--- config.mk ---
export PLATFORM = sky130hd
export DESIGN_NAME = lsu_mem_master
export DESIGN_NICKNAME = d
export VERILOG_FILES = /design/src/rtl/lsu_mem_master.sv
export SDC_FILE = /design/constraint.sdc
export NUM_CORES = 1
export LEC_CHECK = 0
export ABC_AREA = 1
export BUFFER_PORTS_ARGS = -buffer_cell sky130_fd_sc_hd__buf_2
export CAP_MARGIN = 20
export CORE_AREA = 10 10 158 160
export CTS_CLUSTER_DIAMETER = 100
export DETAILED_ROUTE_END_ITERATION = 10
export DIE_AREA = 0 0 168 170
export PLACE_DENSITY_LB_ADDON = 0.3
export SLEW_MARGIN = 20
export SYNTH_ARGS = -nofsm -noshare
export SYNTH_HDL_FRONTEND = slang
export SYNTH_SLANG_ARGS = --single-unit
export TNS_END_PERCENT = 20
--- constraint.sdc ---
create_clock -name clk -period 2.1 [get_ports clk]
set_input_delay 0.21 -clock clk [delete_from_list [all_inputs] [get_ports clk]]
set_output_delay 0.21 -clock clk [all_outputs]
set_load 0.05 [all_outputs]
--- src/rtl/lsu_mem_master.sv ---
// -----------------------------------------------------------------------------
// lsu_mem_master
//
// Load/store initiator between the datapath and a word-addressed data memory.
// Takes one byte/halfword/word request at a time (valid/ready). It turns the
// byte address into a word index and drives the memory strobes. Sub-word
// stores use read-modify-write. A one-cycle response pulse returns load data,
// sign- or zero-extended.
//
// Ports
//   clk, rst_n          : clock, synchronous active-low reset
//   req_valid/req_ready : request handshake (ready only while idle)
//   req_write           : 1 = store, 0 = load
//   req_addr            : byte address
//   req_size            : 00 byte, 01 half, 10 word, 11 illegal
//   req_unsigned        : loads: 1 = zero-extend, 0 = sign-extend
//   req_wdata           : right-aligned store data
//   resp_valid          : one-cycle completion pulse
//   resp_rdata          : load result (0 for stores/errors), held between responses
//   resp_err            : misaligned / out-of-range / illegal size
//   mem_address         : word index driven to memory
//   mem_write_data      : word written to memory
//   mem_read, mem_write : memory strobes (never both high)
//   mem_read_data       : combinational read data from memory
// -----------------------------------------------------------------------------
module lsu_mem_master #(
    parameter int DEPTH_LOG2 = 8
) (
    input  logic        clk,
    input  logic        rst_n,
    input  logic        req_valid,
    output logic        req_ready,
    input  logic        req_write,
    input  logic [31:0] req_addr,
    input  logic [1:0]  req_size,
    input  logic        req_unsigned,
    input  logic [31:0] req_wdata,
    output logic        resp_valid,
    output logic [31:0] resp_rdata,
    output logic        resp_err,
    output logic [31:0] mem_address,
    output logic [31:0] mem_write_data,
    output logic        mem_read,
    output logic        mem_write,
    input  logic [31:0] mem_read_data
);

    typedef enum logic [1:0] {
        ST_IDLE  = 2'd0,
        ST_READ  = 2'd1,
        ST_WRITE = 2'd2,
        ST_RESP  = 2'd3
    } state_e;

    localparam logic [31:0] WORD_MASK = (32'd1 << DEPTH_LOG2) - 32'd1;

    state_e      state_q, state_d;

    // Captured request fields
    logic        write_q;
    logic [1:0]  lo_q;
    logic [1:0]  size_q;
    logic        unsigned_q;
    logic [31:0] wdata_q;

    // Registered outputs
    logic        req_ready_q;
    logic        resp_valid_q;
    logic        resp_err_q;
    logic [31:0] resp_rdata_q;
    logic [31:0] mem_address_q;
    logic [31:0] mem_write_data_q;
    logic        mem_read_q;
    logic        mem_write_q;

    logic        accept_s;
    logic        req_err_s;
    logic [31:0] word_idx_s;

    // Request legality: illegal size, misalignment, or address beyond the memory.
    function automatic logic addr_error(input logic [31:0] addr, input logic [1:0] size);
        logic bad;
        bad = 1'b0;
        case (size)
            2'b00:   bad = 1'b0;
            2'b01:   bad = addr[0];
            2'b10:   bad = (addr[1:0] != 2'b00);
            default: bad = 1'b1;
        endcase
        if ((addr >> (DEPTH_LOG2 + 2)) != 32'd0) begin
            bad = 1'b1;
        end
        return bad;
    endfunction

    // Pick the addressed lane out of a memory word and extend it to 32 bits.
    function automatic logic [31:0] lane_extract(input logic [31:0] word, input logic [1:0] lo,
                                                 input logic [1:0] size, input logic uns);
        logic [31:0] sh;
        logic [31:0] res;
        sh = word >> {lo, 3'b000};
        case (size)
            2'b00:   res = uns ? {24'd0, sh[7:0]}  : {{24{sh[7]}}, sh[7:0]};
            2'b01:   res = uns ? {16'd0, sh[15:0]} : {{16{sh[15]}}, sh[15:0]};
            default: res = word;
        endcase
        return res;
    endfunction

    // Replace the addressed lane of a memory word with the low bits of store data.
    function automatic logic [31:0] lane_merge(input logic [31:0] word, input logic [1:0] lo,
                                               input logic [1:0] size, input logic [31:0] wdata);
        logic [31:0] mask;
        logic [31:0] data;
        case (size)
            2'b00:   mask = 32'h0000_00FF;
            2'b01:   mask = 32'h0000_FFFF;
            default: mask = 32'hFFFF_FFFF;
        endcase
        mask = mask << {lo, 3'b000};
        data = wdata << {lo, 3'b000};
        return (word & ~mask) | (data & mask);
    endfunction

    assign accept_s   = req_valid && req_ready_q;
    assign req_err_s  = addr_error(req_addr, req_size);
    assign word_idx_s = (req_addr >> 2) & WORD_MASK;

    // State register
    always_ff @(posedge clk) begin
        if (!rst_n) begin
            state_q <= ST_IDLE;
        end else begin
            state_q <= state_d;
        end
    end

    // Next-state decode
    always_comb begin
        state_d = state_q;
        case (state_q)
            ST_IDLE: begin
                if (accept_s) begin
                    if (req_err_s) begin
                        state_d = ST_RESP;
                    end else if (req_write && (req_size == 2'b10)) begin
                        state_d = ST_WRITE;
                    end else begin
                        // loads and sub-word stores both need the current word first
                        state_d = ST_READ;
                    end
                end else begin
                    state_d = ST_IDLE;
                end
            end
            ST_READ: begin
                if (write_q) begin
                    state_d = ST_WRITE;
                end else begin
                    state_d = ST_RESP;
                end
            end
            ST_WRITE: state_d = ST_RESP;
            ST_RESP:  state_d = ST_IDLE;
            default:  state_d = ST_IDLE;
        endcase
    end

    // Request capture, memory-side registers and response registers
    always_ff @(posedge clk) begin
        if (!rst_n) begin
            write_q          <= 1'b0;
            lo_q             <= 2'b00;
            size_q           <= 2'b00;
            unsigned_q       <= 1'b0;
            wdata_q          <= 32'd0;
            req_ready_q      <= 1'b1;
            resp_valid_q     <= 1'b0;
            resp_err_q       <= 1'b0;
            resp_rdata_q     <= 32'd0;
            mem_address_q    <= 32'd0;
            mem_write_data_q <= 32'd0;
            mem_read_q       <= 1'b0;
            mem_write_q      <= 1'b0;
        end else begin
            // Strobes/handshake follow the next state so they line up with it exactly.
            req_ready_q  <= (state_d == ST_IDLE);
            resp_valid_q <= (state_d == ST_RESP);
            mem_read_q   <= (state_d == ST_READ);
            mem_write_q  <= (state_d == ST_WRITE);

            if (accept_s) begin
                write_q    <= req_write;
                lo_q       <= req_addr[1:0];
                size_q     <= req_size;
                unsigned_q <= req_unsigned;
                wdata_q    <= req_wdata;
                resp_err_q <= req_err_s;
                if (req_err_s) begin
                    resp_rdata_q <= 32'd0;
                end else begin
                    // erroneous requests leave the memory-side pins untouched
                    mem_address_q <= word_idx_s;
                    if (req_write && (req_size == 2'b10)) begin
                        mem_write_data_q <= req_wdata;
                    end
                end
            end

            if (state_q == ST_READ) begin
                if (write_q) begin
                    mem_write_data_q <= lane_merge(mem_read_data, lo_q, size_q, wdata_q);
                end else begin
                    resp_rdata_q <= lane_extract(mem_read_data, lo_q, size_q, unsigned_q);
                end
            end

            if (state_q == ST_WRITE) begin
                resp_rdata_q <= 32'd0;
            end
        end
    end

    assign req_ready      = req_ready_q;
    assign resp_valid     = resp_valid_q;
    assign resp_err       = resp_err_q;
    assign resp_rdata     = resp_rdata_q;
    assign mem_address    = mem_address_q;
    assign mem_write_data = mem_write_data_q;
    assign mem_read       = mem_read_q;
    assign mem_write      = mem_write_q;

endmodule

==> out/metrics.csv <==
metric,value,unit
yosys.area_share.adder,0.582,%
clkPwrFrac,34.9,%
portBuffers,179,
synth_seq_cells,117,
fin_nets,1279,
netSwitchingFraction,39.9,%
crit_arrival,2.14,ns
vias_per_cell,4.78,
die-width,168,um
finalSetupViolCount,0,
muxShareOfSynthArea,0,%
cts_hold_buffers,1,
clk_latency,0.43,ns
cts_buffers,17,
synthSimpleGateAreaFrac,26.9,%
gp_congestion,0.942,
syn_inst,1002,
grt_pass1_vias,6567,
cp-end-kind,flip-flop,
layout_common_cells,"nand2_1 (184), buf_2 (179), nor2_1 (116), dfxtp_1 (116), inv_1 (111)",
boundaryPins,204,
pwr-share-seq,29.5,%
cp_num_buf_inv,4,
rsz0062_at_grt,false,
p_sw,3710,uW
synth_compound_area_share,22.1,%
synth-xor-area-share,0,%
wl_per_cell,17.1,um
start_kind,flip-flop,
synth_top_family_by_area,simple AND/OR/NAND/NOR gates,
track_usage,16.8,%
power.total,9290,uW
fin_crit_sh,86.5,%
die-height,170,um
fmax,550,MHz
grt_pass1_wl,38300,um
async_reset_ff_share,0,%
grt_antenna_before_repair,1,
cts-root-buf,clkbuf_16,
syn_area,6450,um2
hold_viol_final,0,
ys_seq_area_share,36.3,%
worstHoldPathType,input pin to flip-flop,
grt.overflow.total,0,
status,finished clean,
crit_family,flip-flops,
ant_nets,0,
cp_max_fo,16,
crit_required,2.42,ns
critPathKind,flip-flop to flip-flop,
cp_common_cell,nand2_1,
grt_max_degree,41,
die_area,28600,um2
cts_resized,0,
period_needed,1.82,ns
finalSetupTns,0,ns
core-area,21700,um2
cts_tree,yes,
vias,7007,
avgSynthCellArea,6.44,um2
clk_path_buf_depth,2,
crit_chain,inv_2 > nand2_1 > nand2_1 > inv_2 > nor2_1 > o21ai_0 > inv_1 > nand2_1 > inv_1,
ys_types,36,
htree_levels,4,
max_cap_viol_count,0,
final_common_cell,nand2_1,
fp-row-count,54,
skew,0.0104,ns
crit_slowest_cell,dfxtp_2,
power_frac_comb,35.7,%
drtIter0Drc,633,
numClockSinks,117,
cts_setup_buffers,0,
routed_wl,25100,um
drcViolationCount,0,
hpwl,19800,um
vdd_drop_max,0.613,mV
synth-edff-count,0,
path_clk_slew,0.06,ns
internal-power,5580,uW
drv_slew,0,
synth_ff_type,dfxtp_1,
p_per_area,1120,nW/um2
area_growth,28.3,%
firstDrtPassIters,5,
power_leakage,0.00413,uW
max_stage_delay,0.50,ns
yosysWarnings,0,
start_util,29.7,%
drive_gt1_share,22.4,%
-- final timing paths --
check	startpoint	endpoint	slack [ns]	cells past startpoint
max	lo_q[0]$_SDFFE_PN0P_	mem_write_data[9]$_SDFF_PN0_	0.28	9
max reg2reg	lo_q[0]$_SDFFE_PN0P_	mem_write_data[9]$_SDFF_PN0_	0.28	9
min reg2reg	resp_rdata[3]$_SDFF_PP0_	resp_rdata[3]$_SDFF_PP0_	0.46	2
min	req_addr[2]	mem_address[0]$_SDFFE_PN0P_	0.01	3
-- final cells by class --
class,instances,area (um2)
Clock inverter,15,228
Sequential cell,117,2340
Clock buffer,17,425
Multi-Input combinational cell,701,3290
Inverter,122,459
Tap cell,280,350
Timing Repair Buffer,214,1170
Fill cell,2404,13400
Antenna cell,1,2.50
-- registers in the layout, indices dropped and copies added, names as in the netlist --
register        flops
req_ready           1
mem_write_data     32
mem_read            1
mem_address         8
size_q              2
lo_q                2
unsigned_q          1
write_q             1
resp_rdata         32
mem_write           1
state_q             2
resp_err            1
wdata_q            32
resp_valid          1
-- layer usage --
metal | vias up | global-route usage (%) | routed length [um]
li1 | 3573 | - | -
met1 | 3123 | 22.3 | 11400
met2 | 269 | 26.0 | 11200
met3 | 42 | 4.22 | 1840
met4 | 0 | 6.17 | 664
met5 | - | 0 | 0
-- cells by family (layout without fill, tap and decap cells) --
group / count (synthesis) / in the layout
adder cells (fa/ha/maj): 3 / 3
AO/OA/AOI/OAI: 263 / 263
AND/OR/NAND/NOR: 411 / 411
other: 1 / 25
buffers and inverters: 207 / 368
flip-flops: 117 / 117
-- cells in the mapped netlist, types with 6 or more instances --
cell type | instances | area share, %
nand2_1 | 185 | 11
dfxtp_1 | 117 | 36
nor2_1 | 117 | 6.8
inv_1 | 111 | 6.5
a21oi_1 | 108 | 8.4
o21ai_0 | 103 | 8.0
nand3_1 | 92 | 7.1
clkbuf_1 | 35 | 2.0
buf_4 | 27 | 3.1
o211ai_1 | 17 | 2.0
buf_2 | 16 | 1.2
o21ai_1 | 11 | 0.85
a211oi_1 | 9 | 1.0
inv_2 | 8 | 0.47
o2111ai_1 | 7 | 0.95
buf_1 | 6 | 0.35
nand4_1 | 6 | 0.58
-- power by group through the flow --
| stage | registers, uW | logic (uW) | clock network (uW) |
|---|---|---|---|
| 5_1_grt | 2780 | 3650 | 3390 |
| 4_1_cts | 2740 | 3290 | 3290 |
| 3_3_place_gp | 2780 | 3280 | 0 |
| 2_1_floorplan | 3300 | 1830 | 0 |
| 3_5_place_dp | 2780 | 3280 | 0 |
| 6_report | 2740 | 3310 | 3240 |
-- per-stage QoR --
step | instances | cell area (um2) | hold WS [ns] | setup slack (ns) | utilization, %
after floorplan | 1025 | 6540 | 0.345 | 0.407 | -
after global placement | 1433 | 7610 | 0.433 | 0.194 | 35.1
after detailed placement | 1433 | 7610 | 0.445 | 0.193 | 35.1
after CTS | 1466 | 8270 | 0.000552 | 0.307 | 38.1
after global routing | 1467 | 8270 | 0.0170 | 0.0993 | 38.1
final | 1467 | 8270 | 0.0129 | 0.283 | 38.1
-- worst register-to-register path, stage by stage (launching register included) --
cell	delay [ns]
dfxtp_2	0.50
inv_2	0.20
nand2_1	0.13
nand2_1	0.14
inv_2	0.19
nor2_1	0.08
o21ai_0	0.29
inv_1	0.08
nand2_1	0.08
inv_1	0.03
No activity file was read; power rests on OpenSTA's default activity.
